[config.mk]
export PLATFORM = sky130hd
export DESIGN_NAME = screen_writer_flat
export DESIGN_NICKNAME = d
export VERILOG_FILES = /design/src/rtl/screen_writer_pkg.sv /design/src/rtl/screen_writer_if.sv /design/src/rtl/screen_writer_cursor_ctrl.sv /design/src/rtl/screen_writer.sv /design/src/flat_wrapper.sv
export SDC_FILE = /design/constraint.sdc
export NUM_CORES = 1
export LEC_CHECK = 0
export ABC_AREA = 0
export CORE_UTILIZATION = 49
export DETAILED_ROUTE_END_ITERATION = 6
export HOLD_SLACK_MARGIN = 0.02
export PLACE_DENSITY = 0.75
export SKIP_CTS_REPAIR_TIMING = 1
export SYNTH_ARGS = -nofsm -noshare
export SYNTH_HDL_FRONTEND = slang
export SYNTH_SLANG_ARGS = --single-unit
[constraint.sdc]
create_clock -name clk -period 2.1 [get_ports clk]
set_clock_uncertainty 0.15 [all_clocks]
set_input_delay 0.42 -clock clk [delete_from_list [all_inputs] [get_ports clk]]
set_output_delay 0.42 -clock clk [all_outputs]
set_load 0.005 [all_outputs]
[src/rtl/screen_writer_pkg.sv]
// Shared constants, ASCII codes and enums for the screen writer.
// Imported by the interface, cursor controller and top level.
package screen_pkg;

    localparam int COLS         = 128;
    localparam int ROWS         = 80;
    localparam int SCREEN_CELLS = 10240;
    localparam int ADDR_W       = 15;

    localparam logic [7:0] LF  = 8'h0A;
    localparam logic [7:0] CR  = 8'h0D;
    localparam logic [7:0] BS  = 8'h08;
    localparam logic [7:0] FF  = 8'h0C;
    localparam logic [7:0] NUL = 8'h00;

    typedef enum logic {
        IDLE,
        CLEAR
    } state_e;

    typedef enum logic [2:0] {
        OP_NONE,
        OP_ADV,
        OP_LF,
        OP_CR,
        OP_BS,
        OP_HOME
    } cur_op_e;

    function automatic logic is_printable(input logic [7:0] c);
        return (c >= 8'h20) && (c <= 8'h7E);
    endfunction

endpackage

[src/rtl/screen_writer_if.sv]
// Character input handshake plus screen RAM write port bundle.
// master drives characters, slave is the screen writer.
interface screen_writer_if;

    logic                          char_valid;
    logic [7:0]                    char_in;
    logic                          char_ready;
    logic                          we;
    logic [screen_pkg::ADDR_W-1:0] waddr;
    logic [7:0]                    wdata;
    logic [screen_pkg::ADDR_W-1:0] cursor_addr;
    logic                          busy;

    modport master (
        output char_valid,
        output char_in,
        input  char_ready,
        input  we,
        input  waddr,
        input  wdata,
        input  cursor_addr,
        input  busy
    );

    modport slave (
        input  char_valid,
        input  char_in,
        output char_ready,
        output we,
        output waddr,
        output wdata,
        output cursor_addr,
        output busy
    );

endinterface

[src/rtl/screen_writer_cursor_ctrl.sv]
// Row/column cursor with wrap-around movement operations.
// Publishes the registered linear address and the post-operation address.
module cursor_ctrl #(
    parameter int COLS = screen_pkg::COLS,
    parameter int ROWS = screen_pkg::ROWS
) (
    input  logic                          clk,
    input  logic                          rst_n,
    input  screen_pkg::cur_op_e           op,
    output logic [screen_pkg::ADDR_W-1:0] addr,
    output logic [screen_pkg::ADDR_W-1:0] next_addr,
    output logic                          at_home
);
    import screen_pkg::*;

    localparam int CW = (COLS > 1) ? $clog2(COLS) : 1;
    localparam int RW = (ROWS > 1) ? $clog2(ROWS) : 1;
    localparam logic [CW-1:0] COL_MAX = CW'(COLS - 1);
    localparam logic [RW-1:0] ROW_MAX = RW'(ROWS - 1);

    logic [CW-1:0] col, col_nxt;
    logic [RW-1:0] row, row_nxt;
    logic [RW-1:0] row_inc;

    assign row_inc = (row == ROW_MAX) ? '0 : row + 1'b1;
    assign at_home = (row == '0) && (col == '0);

    // Apply the requested cursor operation to get the next position.
    always_comb begin
        col_nxt = col;
        row_nxt = row;
        case (op)
            OP_ADV: begin
                if (col == COL_MAX) begin
                    col_nxt = '0;
                    row_nxt = row_inc;
                end else begin
                    col_nxt = col + 1'b1;
                end
            end
            OP_LF: begin
                col_nxt = '0;
                row_nxt = row_inc;
            end
            OP_CR: begin
                col_nxt = '0;
            end
            OP_BS: begin
                if (col != '0) begin
                    col_nxt = col - 1'b1;
                end else if (row != '0) begin
                    col_nxt = COL_MAX;
                    row_nxt = row - 1'b1;
                end
            end
            OP_HOME: begin
                col_nxt = '0;
                row_nxt = '0;
            end
            default: ;
        endcase
    end

    assign next_addr = ADDR_W'(row_nxt) * ADDR_W'(COLS) + ADDR_W'(col_nxt);

    // Cursor registers; the linear address is kept registered alongside.
    always_ff @(posedge clk or negedge rst_n) begin
        if (!rst_n) begin
            col  <= '0;
            row  <= '0;
            addr <= '0;
        end else begin
            col  <= col_nxt;
            row  <= row_nxt;
            addr <= next_addr;
        end
    end

endmodule

[src/rtl/screen_writer.sv]
// Text-mode screen writer: turns a character stream into screen RAM
// writes, handling control codes and a full-screen clear sweep.
module screen_writer #(
    parameter int COLS = screen_pkg::COLS,
    parameter int ROWS = screen_pkg::ROWS
) (
    input logic            clk,
    input logic            rst_n,
    screen_writer_if.slave bus
);
    import screen_pkg::*;

    localparam int              CELLS = COLS * ROWS;
    localparam logic [ADDR_W-1:0] LAST = ADDR_W'(CELLS - 1);

    state_e            state, state_nxt;
    cur_op_e           op;
    logic [ADDR_W-1:0] cur_addr, next_addr;
    logic              at_home;
    logic [ADDR_W-1:0] clr_cnt, clr_nxt;
    logic              we_nxt;
    logic [ADDR_W-1:0] waddr_nxt;
    logic [7:0]        wdata_nxt;
    logic              fire;

    cursor_ctrl #(
        .COLS(COLS),
        .ROWS(ROWS)
    ) u_cursor (
        .clk      (clk),
        .rst_n    (rst_n),
        .op       (op),
        .addr     (cur_addr),
        .next_addr(next_addr),
        .at_home  (at_home)
    );

    assign bus.char_ready  = (state == IDLE);
    assign bus.busy        = (state == CLEAR);
    assign bus.cursor_addr = cur_addr;
    assign fire            = bus.char_valid && (state == IDLE);

    // Next-state, cursor operation and write-port decisions.
    always_comb begin
        state_nxt = state;
        op        = OP_NONE;
        clr_nxt   = clr_cnt;
        we_nxt    = 1'b0;
        waddr_nxt = bus.waddr;
        wdata_nxt = bus.wdata;
        case (state)
            IDLE: begin
                if (fire) begin
                    unique case (1'b1)
                        is_printable(bus.char_in): begin
                            op        = OP_ADV;
                            we_nxt    = 1'b1;
                            waddr_nxt = cur_addr;
                            wdata_nxt = bus.char_in;
                        end
                        bus.char_in == LF: op = OP_LF;
                        bus.char_in == CR: op = OP_CR;
                        bus.char_in == BS: begin
                            if (!at_home) begin
                                op        = OP_BS;
                                we_nxt    = 1'b1;
                                waddr_nxt = next_addr;
                                wdata_nxt = NUL;
                            end
                        end
                        bus.char_in == FF: begin
                            state_nxt = CLEAR;
                            clr_nxt   = '0;
                        end
                        default: ;
                    endcase
                end
            end
            CLEAR: begin
                we_nxt    = 1'b1;
                waddr_nxt = clr_cnt;
                wdata_nxt = NUL;
                if (clr_cnt == LAST) begin
                    state_nxt = IDLE;
                    op        = OP_HOME;
                end else begin
                    clr_nxt = clr_cnt + 1'b1;
                end
            end
            default: state_nxt = IDLE;
        endcase
    end

    // State, sweep counter and registered write port.
    always_ff @(posedge clk or negedge rst_n) begin
        if (!rst_n) begin
            state     <= IDLE;
            clr_cnt   <= '0;
            bus.we    <= 1'b0;
            bus.waddr <= '0;
            bus.wdata <= '0;
        end else begin
            state     <= state_nxt;
            clr_cnt   <= clr_nxt;
            bus.we    <= we_nxt;
            bus.waddr <= waddr_nxt;
            bus.wdata <= wdata_nxt;
        end
    end

endmodule

[src/flat_wrapper.sv]
// flat-port wrapper written by rule: the top's interface ports become plain ports
module screen_writer_flat import screen_pkg::*;
#(
    parameter int COLS = screen_pkg::COLS,
    parameter int ROWS = screen_pkg::ROWS
)
  (clk, rst_n, bus_char_valid, bus_char_in, bus_char_ready, bus_we, bus_waddr, bus_wdata, bus_cursor_addr, bus_busy);
  screen_writer_if bus_i ();
  input logic clk;
  input logic rst_n;
  input wire logic [$bits(bus_i.char_valid)-1:0] bus_char_valid;
  input wire logic [$bits(bus_i.char_in)-1:0] bus_char_in;
  output wire logic [$bits(bus_i.char_ready)-1:0] bus_char_ready;
  output wire logic [$bits(bus_i.we)-1:0] bus_we;
  output wire logic [$bits(bus_i.waddr)-1:0] bus_waddr;
  output wire logic [$bits(bus_i.wdata)-1:0] bus_wdata;
  output wire logic [$bits(bus_i.cursor_addr)-1:0] bus_cursor_addr;
  output wire logic [$bits(bus_i.busy)-1:0] bus_busy;
  assign bus_i.char_valid = bus_char_valid;
  assign bus_i.char_in = bus_char_in;
  assign bus_char_ready = bus_i.char_ready;
  assign bus_we = bus_i.we;
  assign bus_waddr = bus_i.waddr;
  assign bus_wdata = bus_i.wdata;
  assign bus_cursor_addr = bus_i.cursor_addr;
  assign bus_busy = bus_i.busy;
  screen_writer #(.COLS(COLS), .ROWS(ROWS)) u_core (.clk(clk), .rst_n(rst_n), .bus(bus_i));
endmodule
==> results of run 1 <==
==> power by group <==
group | switching, mW | internal [mW] | leakage, nW
Clock | 0.381 | 0.242 | 0.0447
Sequential | 0.112 | 1.16 | 0.715
Combinational | 0.781 | 0.856 | 1.56
Total | 1.27 | 2.26 | 2.32
==> cells in the mapped netlist, types with 9 or more instances <==
library cell	number	area, um2
and3_1	9	56.30
dfrtp_1	54	1351
inv_1	10	37.54
xor2_1	10	87.58
o21ai_0	29	145.1
nand3_1	18	90.09
nand2_1	36	135.1
nor2_1	25	93.84
a222oi_1	9	90.09
clkbuf_1	9	33.78
a21oi_1	14	70.07
==> flip-flops by register name (all words and copies together) (netlist names) <==
name	count
u_core.u_cursor.row	6
u_core.bus.waddr	15
u_core.u_cursor.addr	2
u_core.u_cursor.col	6
u_core.bus.we	1
u_core.clr_cnt	15
u_core.bus.wdata	8
u_core.bus.busy	1
==> layer usage <==
layer / global-route usage (%) / vias to the layer above / routed length [um]
li1: - / 1574 / -
met1: 39.34 / 1717 / 4515
met2: 45.38 / 131 / 5199
met3: 3.736 / 15 / 635
met4: 7.837 / 0 / 123
met5: 0 / - / 0
==> cells by family after synthesis <==
family	after synthesis	synth area share (%)
and+or+nand+nor	142	25.30
AOI/OAI and AO/OA	106	22.85
DFF	54	40.79
buffers and inverters	34	5.174
xor gates and xnor gates	12	3.172
adders and majority gates	6	2.266
other	1	0.1132
muxes	1	0.3399
==> per-stage QoR <==
stage	cell area [um2]	TNS [ps]	instances	setup slack [ps]	hold WS (ps)
final	4906	-1250	563	-120.1	330.1
after global routing	4906	-2569	563	-175.8	340.1
after CTS	4556	-3578	547	-198.7	-49.29
after detailed placement	4462	-19100	539	-522.0	293.3
after global placement	4462	-16450	539	-469.5	291.4
after floorplan	3382	-1.411	356	-1.411	-25.59
==> layout make-up <==
cell class                 instances  area (um2)  area share, %
clock buffer                       5       68.82          1.403
clock inverter                     3       25.02         0.5101
inverter                          11       46.29         0.9436
multi-input combinational        268        1992          40.60
sequential                        54        1354          27.60
tap                               77       96.34          1.964
timing repair buffer             145        1324          26.98
==> layout by cell type, fill, tap and decap left out, types with 8 or more instances in the layout <==
master	n
dfrtp_1	52
xor2_1	10
o21ai_1	10
a222oi_1	9
o21ai_0	21
clkdlybuf4s50_1	36
buf_6	8
nor2_1	24
nand2_1	35
a21oi_1	13
dlymetal6s2s_1	13
and3_1	8
o211ai_1	8
buf_4	82
nand3_1	16
==> critical path, delay by kind of cell (launching register included) <==
| family | cells | cell delay (ps) |
|---|---|---|
| compound gates | 3 | 670 |
| flops | 1 | 440 |
| simple gates | 3 | 440 |
| fa+ha+maj | 1 | 210 |
| buf+inv | 1 | 210 |
==> final timing paths <==
kind	slack [ps]	endpoint	depth (start not counted)
setup / recovery	-120	u_core.bus.waddr[10]	8
hold / removal	330	u_core.bus.wdata[4]	3
setup reg to reg	-120	u_core.bus.waddr[10]	8
hold reg to reg	360	u_core.bus.wdata[7]	1
max in group asynchronous	1060	u_core.u_cursor.addr[6]	3
min in group asynchronous	470	u_core.bus.wdata[2]	3
==> flow_summary.yaml, run 1 <==
status:
  status: "finished with violations"
  violations: "negative setup slack"
critical_path:
  setup.worst_path.end_class: "register"
  max_stage_delay_ps: 440
  path_class: "reg2reg"
  rr_startpoint: "u_core.u_cursor.col[0]"
  crit_slowest_cell: "dfrtp_1"
  path_cells: "ha_2 > and3_4 > nand4_1 > buf_4 > o21a_4 > a31oi_4 > nor4_4 > o31ai_2"
  timing.critical_path.from: "u_core.u_cursor.col[0]"
  arrival_ps: 2300
  start_kind: "register"
  path_max_fanout: 5
  required_ps: 2180
synth:
  synth_flop_cell: "dfrtp_1"
  syn_inst: 356
  async_reset_ff_share_pct: 100.0
  syn_nets: 373
  synth_edf_count: 0
  synth-seq-area-share_pct: 40.79
  synth_area_per_cell_um2: 9.307
  yosysUniqueCellTypes: 66
  syn-cell-area_um2: 3313
  yosysWarnings: 0
  ys_ff_latch: 54
sta:
  finalWorstSetupSlack_ps: -120.1
  period_share_pct: 105.7
  relSlewSlack_pct: 63.71
  fin_crit_ps: 2220
  worst_pin_slew_ps: 542.4
  setup_viol: 18
  final_max_slew_viol_count: 0
  max_clock_freq_ghz: 0.4504
  hold_viol_final: 0
  rsz0062_at_grt: "yes"
cts:
  cts_tree: "built"
  path_clk_slew_ps: 110
  cts.sinks: 54
  numCtsBuffers: 5
  clk_latency_ps: 320
  cts_buffer_depth: 2
  htree_num_levels: 2
  cts-root-buf: "clkbuf_8"
routing:
  viasPerCell: 6.105
  drtAntennaViolNets: 0
  drt-initial-drc-count: 298
  num_vias: 3437
  wirelength_mm: 10.47
  wl_per_cell_um: 18.60
  drtPass1Iterations: 6
  remaining_drc_errors: 0
final_layout:
  area_delta_synth_final_pct: 48.07
  finish.utilization_pct: 76.39
  layout.nets: 502
  fillerInstances: 408
  layout-drive-gt1-share_pct: 34.77
  diodes: 0
floorplan:
  dieArea_um2: 7095
  core_area_um2: 6422
  dieWidth_um: 84.23
  num_rows: 29
  initial_core_util_pct: 51.59
  io_pins: 52
  die-height_um: 84.23
global_routing:
  grt_max_degree: 55
  first_global_vias: 3168
  track_usage_pct: 27.95
  overflow: 0
  grt_pass1_wl_mm: 15.64
  antenna_found_initial: 0
power:
  power_per_cell_area_nw_per_um2: 720.4
  p_leak_nw: 2.321
  power.total_mw: 3.534
  vdd_drop_max_mv: 0.5181
placement:
  portBuffers: 50
  gp_congestion: 0.9127
  hpwl_mm: 7.282
hold_path:
  hold_path.class: "in2reg"
  min_from: "bus_char_in[4]"
job:
  max-cap-violations: 0
(Power assumes the default switching activity.)
==> inputs of run 2 (changes only) <==
- CAP_MARGIN: default -> 10
==> results of run 2 <==
No change in the layout: final DEF, timing and power equal those of run 1.
